## config.mk

```make
export PLATFORM = sky130hd
export DESIGN_NAME = hazard_ctl_flat
export DESIGN_NICKNAME = d
export VERILOG_FILES = /design/src/rtl/hazard_ctl_if.sv /design/src/rtl/hazard_ctl.sv /design/src/flat_wrapper.sv
export SDC_FILE = /design/constraint.sdc
export NUM_CORES = 1
export LEC_CHECK = 0
export ABC_AREA = 1
export BUFFER_PORTS_ARGS = -buffer_cell sky130_fd_sc_hd__buf_2
export CAP_MARGIN = 20
export CORE_MARGIN = 2
export CORE_UTILIZATION = 54
export DETAILED_ROUTE_END_ITERATION = 10
export PLACE_DENSITY = 0.77
export SYNTH_ARGS = -nofsm -noshare
export SYNTH_HDL_FRONTEND = slang
export SYNTH_SLANG_ARGS = --single-unit
```

## constraint.sdc

```tcl
create_clock -name clk -period 1.8 [get_ports clk]
set_input_delay 0.36 -clock clk [delete_from_list [all_inputs] [get_ports clk]]
set_output_delay 0.36 -clock clk [all_outputs]
set_load 0.005 [all_outputs]
```

## src/rtl/hazard_ctl_if.sv

```systemverilog
// Decode-side hazard bus: instruction/pipeline status in, stall/flush/forwarding controls and counters out.
interface hazard_ctl_if #(
  parameter int unsigned CNT_W = 16
);
  logic [31:0]      instr_de;
  logic             valid_de;
  logic             br_taken;
  logic             mem_busy;
  logic             stall_fd;
  logic             stall_exe;
  logic             stall_mem;
  logic             bubble_exe;
  logic             flush_fd;
  logic [1:0]       fwd_a_sel;
  logic [1:0]       fwd_b_sel;
  logic             drain_active;
  logic [CNT_W-1:0] stall_cnt;
  logic [CNT_W-1:0] flush_cnt;

  modport master (
    output instr_de, valid_de, br_taken, mem_busy,
    input  stall_fd, stall_exe, stall_mem, bubble_exe, flush_fd,
           fwd_a_sel, fwd_b_sel, drain_active, stall_cnt, flush_cnt
  );

  modport slave (
    input  instr_de, valid_de, br_taken, mem_busy,
    output stall_fd, stall_exe, stall_mem, bubble_exe, flush_fd,
           fwd_a_sel, fwd_b_sel, drain_active, stall_cnt, flush_cnt
  );
endinterface

```

## src/rtl/hazard_ctl.sv

```systemverilog
// Hazard scheduler for the rv32 five-stage core: shadow EX/MEM/WB destination tracking,
// load-use stalls, branch flushes, FENCE/SYSTEM draining and operand forwarding selects.
module hazard_ctl #(
  parameter int unsigned CNT_W = 16
) (
  input logic         clk,
  input logic         rst,
  hazard_ctl_if.slave bus
);
  localparam logic [6:0] OP_LUI    = 7'b0110111;
  localparam logic [6:0] OP_AUIPC  = 7'b0010111;
  localparam logic [6:0] OP_JAL    = 7'b1101111;
  localparam logic [6:0] OP_JALR   = 7'b1100111;
  localparam logic [6:0] OP_BRANCH = 7'b1100011;
  localparam logic [6:0] OP_LOAD   = 7'b0000011;
  localparam logic [6:0] OP_STORE  = 7'b0100011;
  localparam logic [6:0] OP_IMM    = 7'b0010011;
  localparam logic [6:0] OP_REG    = 7'b0110011;
  localparam logic [6:0] OP_FENCE  = 7'b0001111;
  localparam logic [6:0] OP_SYSTEM = 7'b1110011;

  typedef struct packed {
    logic       v;
    logic [4:0] rd;
    logic       wr;
    logic       ld;
  } ex_stage_t;

  typedef struct packed {
    logic       v;
    logic [4:0] rd;
    logic       wr;
  } stage_t;

  typedef enum logic {RUN, DRAIN} state_t;

  ex_stage_t        ex_q;
  stage_t           mem_q;
  stage_t           wb_q;
  state_t           state_q;
  logic [1:0]       fwd_a_q;
  logic [1:0]       fwd_b_q;
  logic [CNT_W-1:0] stall_cnt_q;
  logic [CNT_W-1:0] flush_cnt_q;

  logic [6:0] opcode;
  logic [4:0] rs1;
  logic [4:0] rs2;
  logic [4:0] rd;
  logic       wr_c;
  logic       ld_c;
  logic       use1_c;
  logic       use2_c;
  logic       fs_c;
  logic       load_use_c;
  logic       drain_c;
  logic       flush_c;
  logic       bubble_c;
  logic       hazard_stall_c;
  logic [1:0] fwd_a_d;
  logic [1:0] fwd_b_d;
  logic       unused_bits;

  assign opcode = bus.instr_de[6:0];
  assign rd     = bus.instr_de[11:7];
  assign rs1    = bus.instr_de[19:15];
  assign rs2    = bus.instr_de[24:20];

  // Instruction class decode for the decode-stage instruction
  always_comb begin
    wr_c   = 1'b0;
    ld_c   = 1'b0;
    use1_c = 1'b0;
    use2_c = 1'b0;
    fs_c   = 1'b0;
    case (opcode)
      OP_LUI, OP_AUIPC, OP_JAL: wr_c = (rd != 5'd0);
      OP_JALR, OP_IMM: begin
        wr_c   = (rd != 5'd0);
        use1_c = 1'b1;
      end
      OP_LOAD: begin
        wr_c   = (rd != 5'd0);
        ld_c   = 1'b1;
        use1_c = 1'b1;
      end
      OP_REG: begin
        wr_c   = (rd != 5'd0);
        use1_c = 1'b1;
        use2_c = 1'b1;
      end
      OP_BRANCH, OP_STORE: begin
        use1_c = 1'b1;
        use2_c = 1'b1;
      end
      OP_FENCE, OP_SYSTEM: fs_c = 1'b1;
      default: ;
    endcase
  end

  assign load_use_c = bus.valid_de & ex_q.v & ex_q.ld & ex_q.wr &
                      ((use1_c & (rs1 == ex_q.rd)) | (use2_c & (rs2 == ex_q.rd)));
  assign drain_c    = bus.valid_de & fs_c & (ex_q.v | mem_q.v | wb_q.v);

  // mem_busy freezes everything; a flush wins over a stall because the stalled instr is wrong-path
  assign flush_c        = bus.br_taken & ~bus.mem_busy;
  assign hazard_stall_c = ~flush_c & (load_use_c | drain_c);
  assign bubble_c       = ~bus.mem_busy & (flush_c | load_use_c | drain_c);

  // Forward selects for the instruction about to enter EX; current EX moves to MEM, MEM to WB
  always_comb begin
    fwd_a_d = 2'd0;
    fwd_b_d = 2'd0;
    if (!bubble_c && use1_c) begin
      if ((rs1 != 5'd0) && ex_q.v && ex_q.wr && (ex_q.rd == rs1)) fwd_a_d = 2'd1;
      else if (mem_q.v && mem_q.wr && (mem_q.rd == rs1))          fwd_a_d = 2'd2;
    end
    if (!bubble_c && use2_c) begin
      if ((rs2 != 5'd0) && ex_q.v && ex_q.wr && (ex_q.rd == rs2)) fwd_b_d = 2'd1;
      else if (mem_q.v && mem_q.wr && (mem_q.rd == rs2))          fwd_b_d = 2'd2;
    end
  end

  always_ff @(posedge clk or posedge rst) begin
    if (rst) begin
      ex_q        <= '0;
      mem_q       <= '0;
      wb_q        <= '0;
      fwd_a_q     <= 2'd0;
      fwd_b_q     <= 2'd0;
      state_q     <= RUN;
      stall_cnt_q <= '0;
      flush_cnt_q <= '0;
    end else if (!bus.mem_busy) begin
      wb_q  <= mem_q;
      mem_q <= '{v: ex_q.v, rd: ex_q.rd, wr: ex_q.wr};
      if (bubble_c) ex_q <= '0;
      else          ex_q <= '{v: bus.valid_de, rd: rd, wr: wr_c, ld: ld_c};
      fwd_a_q <= fwd_a_d;
      fwd_b_q <= fwd_b_d;
      case (state_q)
        RUN:     if (drain_c && !flush_c) state_q <= DRAIN;
        DRAIN:   if (!drain_c || flush_c) state_q <= RUN;
        default: state_q <= RUN;
      endcase
      if (hazard_stall_c && (stall_cnt_q != '1)) stall_cnt_q <= stall_cnt_q + CNT_W'(1);
      if (flush_c && (flush_cnt_q != '1))        flush_cnt_q <= flush_cnt_q + CNT_W'(1);
    end
  end

  assign bus.flush_fd     = flush_c;
  assign bus.bubble_exe   = bubble_c;
  assign bus.stall_fd     = bus.mem_busy | hazard_stall_c;
  assign bus.stall_exe    = bus.mem_busy;
  assign bus.stall_mem    = bus.mem_busy;
  assign bus.fwd_a_sel    = fwd_a_q;
  assign bus.fwd_b_sel    = fwd_b_q;
  assign bus.drain_active = (state_q == DRAIN);
  assign bus.stall_cnt    = stall_cnt_q;
  assign bus.flush_cnt    = flush_cnt_q;

  // WB destination only matters for occupancy; the regfile is write-first
  assign unused_bits = ^{bus.instr_de[31:25], bus.instr_de[14:12], wb_q.rd, wb_q.wr};
endmodule
```

## src/flat_wrapper.sv

```systemverilog
// flat-port wrapper written by rule: the top's interface ports become plain ports
module hazard_ctl_flat 
#(
  parameter int unsigned CNT_W = 16
)
  (clk, rst, bus_instr_de, bus_valid_de, bus_br_taken, bus_mem_busy, bus_stall_fd, bus_stall_exe, bus_stall_mem, bus_bubble_exe, bus_flush_fd, bus_fwd_a_sel, bus_fwd_b_sel, bus_drain_active, bus_stall_cnt, bus_flush_cnt);
  hazard_ctl_if #(.CNT_W(CNT_W)) bus_i ();
  input logic clk;
  input logic rst;
  input wire logic [$bits(bus_i.instr_de)-1:0] bus_instr_de;
  input wire logic [$bits(bus_i.valid_de)-1:0] bus_valid_de;
  input wire logic [$bits(bus_i.br_taken)-1:0] bus_br_taken;
  input wire logic [$bits(bus_i.mem_busy)-1:0] bus_mem_busy;
  output wire logic [$bits(bus_i.stall_fd)-1:0] bus_stall_fd;
  output wire logic [$bits(bus_i.stall_exe)-1:0] bus_stall_exe;
  output wire logic [$bits(bus_i.stall_mem)-1:0] bus_stall_mem;
  output wire logic [$bits(bus_i.bubble_exe)-1:0] bus_bubble_exe;
  output wire logic [$bits(bus_i.flush_fd)-1:0] bus_flush_fd;
  output wire logic [$bits(bus_i.fwd_a_sel)-1:0] bus_fwd_a_sel;
  output wire logic [$bits(bus_i.fwd_b_sel)-1:0] bus_fwd_b_sel;
  output wire logic [$bits(bus_i.drain_active)-1:0] bus_drain_active;
  output wire logic [$bits(bus_i.stall_cnt)-1:0] bus_stall_cnt;
  output wire logic [$bits(bus_i.flush_cnt)-1:0] bus_flush_cnt;
  assign bus_i.instr_de = bus_instr_de;
  assign bus_i.valid_de = bus_valid_de;
  assign bus_i.br_taken = bus_br_taken;
  assign bus_i.mem_busy = bus_mem_busy;
  assign bus_stall_fd = bus_i.stall_fd;
  assign bus_stall_exe = bus_i.stall_exe;
  assign bus_stall_mem = bus_i.stall_mem;
  assign bus_bubble_exe = bus_i.bubble_exe;
  assign bus_flush_fd = bus_i.flush_fd;
  assign bus_fwd_a_sel = bus_i.fwd_a_sel;
  assign bus_fwd_b_sel = bus_i.fwd_b_sel;
  assign bus_drain_active = bus_i.drain_active;
  assign bus_stall_cnt = bus_i.stall_cnt;
  assign bus_flush_cnt = bus_i.flush_cnt;
  hazard_ctl #(.CNT_W(CNT_W)) u_core (.clk(clk), .rst(rst), .bus(bus_i));
endmodule
```

==> summary.md <==
| Metric | Value |
|---|---|
| Leak | 2.055 nW |
| Final Instance Area | 4028 um2 |
| Yosys cell types | 33 |
| CTS max path bufs | 2 |
| Crit. End Element | output pin |
| Synth Register Bits | 53 |
| Register clock-pin slew on the reported worst setup and hold paths | 90 ps |
| Sequential-to-total area share from yosys stat | 41.54% |
| Largest net degree at the start of global routing | 44 |
| Hold Path Class | in2reg |
| Critical path launch point type | flip-flop |
| Fin worst setup slack | -198.9 ps |
| Pwr/cell area | 668.1 nW/um2 |
| IO buf count | 68 |
| WS Path Type | reg2out |
| Max IR drop VDD | 357.8 uV |
| DP Wirelength | 5403 um |
| Max-Cap Viols | 0 |
| Final #Nets | 549 |
| Flop pwr share | 52.1% |
| Iteration-0 DRC count of the detailed router | 139 |
| Status | finished with violations |
| Met1 usage | 29.81% |
| TritonCTS clock tree | built |
| Clk pwr share | 23.8% |
| Synth top area share | 41.54% |
| Die width | 80.90 um |
| Maximum net fanout on the critical path | 3 |
| Die footprint | 6544 um2 |
| Top cells by area, synth | dfrtp_1 (42%), nand2_1 (14%), xor2_1 (6.6%), xnor2_1 (5.5%), nor2_1 (4.5%) |
| Die Y | 80.90 um |
| Internal power | 1.863 mW |
| Setup WS pre-CTS | -17.52 ps |
| Via count | 2981 |
| Layout cells sized above 1 | 32.29% |
| Yosys warns | 0 |
| Diodes inserted | 0 |
| Final ANT Viol Nets | 0 |
| Min cycle time layout | 1999 ps |
| Clk_skew | 3.821 ps |
| Comb pwr share | 24.1% |
| Post-synth top area cell | dfrtp_1 |
| Req. time, crit path | 1440 ps |
| Sw frac | 30.76% |
| Syn Area/Cell | 7.769 um2 |
| Total CTS buffers | 5 |
| Synthesized area | 3193 um2 |
| Ports | 79 |
| Placed Area | 3711 um2 |
| Drt via density | 5.087 |
| GRT busiest layer | met2 |
| Rows | 28 |
| Violated checks | negative setup slack |
| Vias in the first global route | 2810 |
| RSZ-0062 raised after global routing | true |
| Post-Syn Instances | 411 |
| Initial antenna violation count | 0 |
| DRT Wirelength | 7304 um |
| Final Hold Viols | 0 |
| Synth Flop Type | dfrtp_1 |
| Final setup vio count | 4 |
| DR pass1 iterations | 4 |
| Met3 Use GR | 3.667% |
| TNS Setup | -387.4 ps |
| WL/cell | 12.46 um |
| H-tree depth | 2 |
| Starting Density | 54.91% |
| Syn nets | 450 |
| Async SR Flop Fraction | 100.0% |
| Post-synth EDFFs | 0 |
| Max frequency | 500.3 MHz |
| CTS Sinks | 53 |
| CP Data Arrival Time | 1640 ps |
| Core area | 5816 um2 |
| Area Overhead vs Synth | 26.14% |
| First-pass GRT wire length | 12160 um |
| GRT Overall Usage | 23.30% |
| Routability Congestion | 0.8933 |
| Final period util | 111.0% |
| Switch Pwr | 0.8277 mW |
| Met2 Track Usage GR | 42.31% |
| CTS root buffer | clkbuf_8 |
| Final slew viol count | 0 |
| Least-Margin Pin Slew | 355.8 ps |
| DRC errors left | 0 |
| Clock latency on the worst-skew pair | 300 ps |
| Remaining global-route overflow | 0 |
| Worst slew margin | 75.97% |
==> state kept, by name, summed over array words and instances, names as in the netlist <==
| register | flops |
|---|---|
| u_core.ex_q | 8 |
| u_core.wb_q | 1 |
| u_core.bus.flush_cnt | 16 |
| u_core.mem_q | 7 |
| u_core.bus.stall_cnt | 16 |
| u_core.bus.fwd_b_sel | 2 |
| u_core.bus.fwd_a_sel | 2 |
| u_core.bus.drain_active | 1 |
==> final timing paths <==
check | startpoint | endpoint | slack, ps | cells after the start
max | u_core.ex_q[3] | bus_bubble_exe | -200 | 12
min | bus_instr_de[11] | u_core.ex_q[6] | 350 | 3
max reg2reg | u_core.ex_q[3] | u_core.bus.stall_cnt[8] | -10 | 14
min reg2reg | u_core.bus.fwd_a_sel[0] | u_core.bus.fwd_a_sel[0] | 480 | 2
max in group asynchronous | rst | u_core.bus.stall_cnt[1] | 750 | 4
min in group asynchronous | rst | u_core.bus.stall_cnt[3] | 530 | 3
==> cells in the final DEF (no fill, tap or decap), drive strengths merged <==
master and n:
a22oi 1, o41ai 1, xor2 24, nand3 27, inv 42, nor2 43, ha 2, nand2 133
dfrtp 53, clkinvlp 1, nor3b 1, xnor2 20, dlygate4sd3 1, nor3 11, a21oi 4, o21ai 24
clkbuf 8, clkinv 2, nand4 8, a31oi 2, nor4 5, buf 98
==> stage by stage <==
step                std cells  utilization (%)  hold slack, ps  total power [mW]
finish                    586            69.26           349.3             2.691
global route              586            69.26           350.2             2.862
CTS                       583            67.45           334.0             2.705
detailed placement        560            63.81           311.3             2.012
global placement          560            63.81           310.5             1.996
floorplan                 411                -           448.9             1.758
==> cells in the mapped netlist, types with 2 or more instances <==
| cell | number |
|---|---|
| ha_1 | 2 |
| xor2_1 | 24 |
| a21oi_1 | 3 |
| inv_2 | 7 |
| o21ai_2 | 6 |
| nand4_1 | 8 |
| xnor2_1 | 20 |
| nand2_2 | 15 |
| a31oi_1 | 2 |
| nand2_1 | 117 |
| dfrtp_1 | 53 |
| nand3_1 | 23 |
| nor3_1 | 10 |
| nor2_2 | 5 |
| nor2_1 | 38 |
| nor4_1 | 5 |
| inv_1 | 34 |
| clkbuf_1 | 4 |
| buf_4 | 2 |
| o21ai_0 | 17 |
| nand3_2 | 4 |
==> logic make-up after synthesis <==
family | synth area share, %
adder cells (fa/ha/maj) | 0.7836
AO/OA/AOI/OAI | 6.113
XOR/XNOR | 12.07
flip-flops | 41.54
AND/OR/NAND/NOR | 32.21
buffers and inverters | 7.288
==> metal layers <==
layer	wire, um	up-vias
li1	-	1500
met4	36	0
met2	3745	64
met3	240	4
met1	3282	1413
met5	0	-
==> area by class of cell <==
type | count | area [um2]
fillers | 514 | 1788
multi-input cells | 306 | 1692
repair buffers | 100 | 645.6
repair inverters | 1 | 8.758
well taps | 75 | 93.84
inverters | 43 | 173.9
flip-flops and latches | 53 | 1330
clock inverters | 1 | 7.507
clock buffers | 7 | 76.32
==> critical path: stages (launching register included) <==
cell	delay (ps)
dfrtp_1	410
buf_4	140
nand2_2	30
nand2_1	70
nand3_2	100
nor2_4	110
nand2_1	60
nand2_1	70
nand2_2	70
nand3_2	80
nand2_2	60
inv_2	50
buf_2	100
==> repair_timing <==
item | in CTS | in global routing
gates resized for setup | 4 | 22
setup endpoints to repair | 2 | 19
hold buffers | 1 | 0
hold endpoints to repair | 10 | 0
cloned | 0 | 2
pin swaps | 2 | 8
buffers inserted | 14 | 5
==> power groups by stage <==
stage / sequential (mW) / combinational [mW] / clock, mW
global placement: 1.42 / 0.577 / 0
global route: 1.42 / 0.732 / 0.714
detailed placement: 1.42 / 0.594 / 0
CTS: 1.40 / 0.639 / 0.670
finish: 1.40 / 0.649 / 0.641
floorplan: 1.42 / 0.340 / 0
No activity file was read; power rests on OpenSTA's default activity.
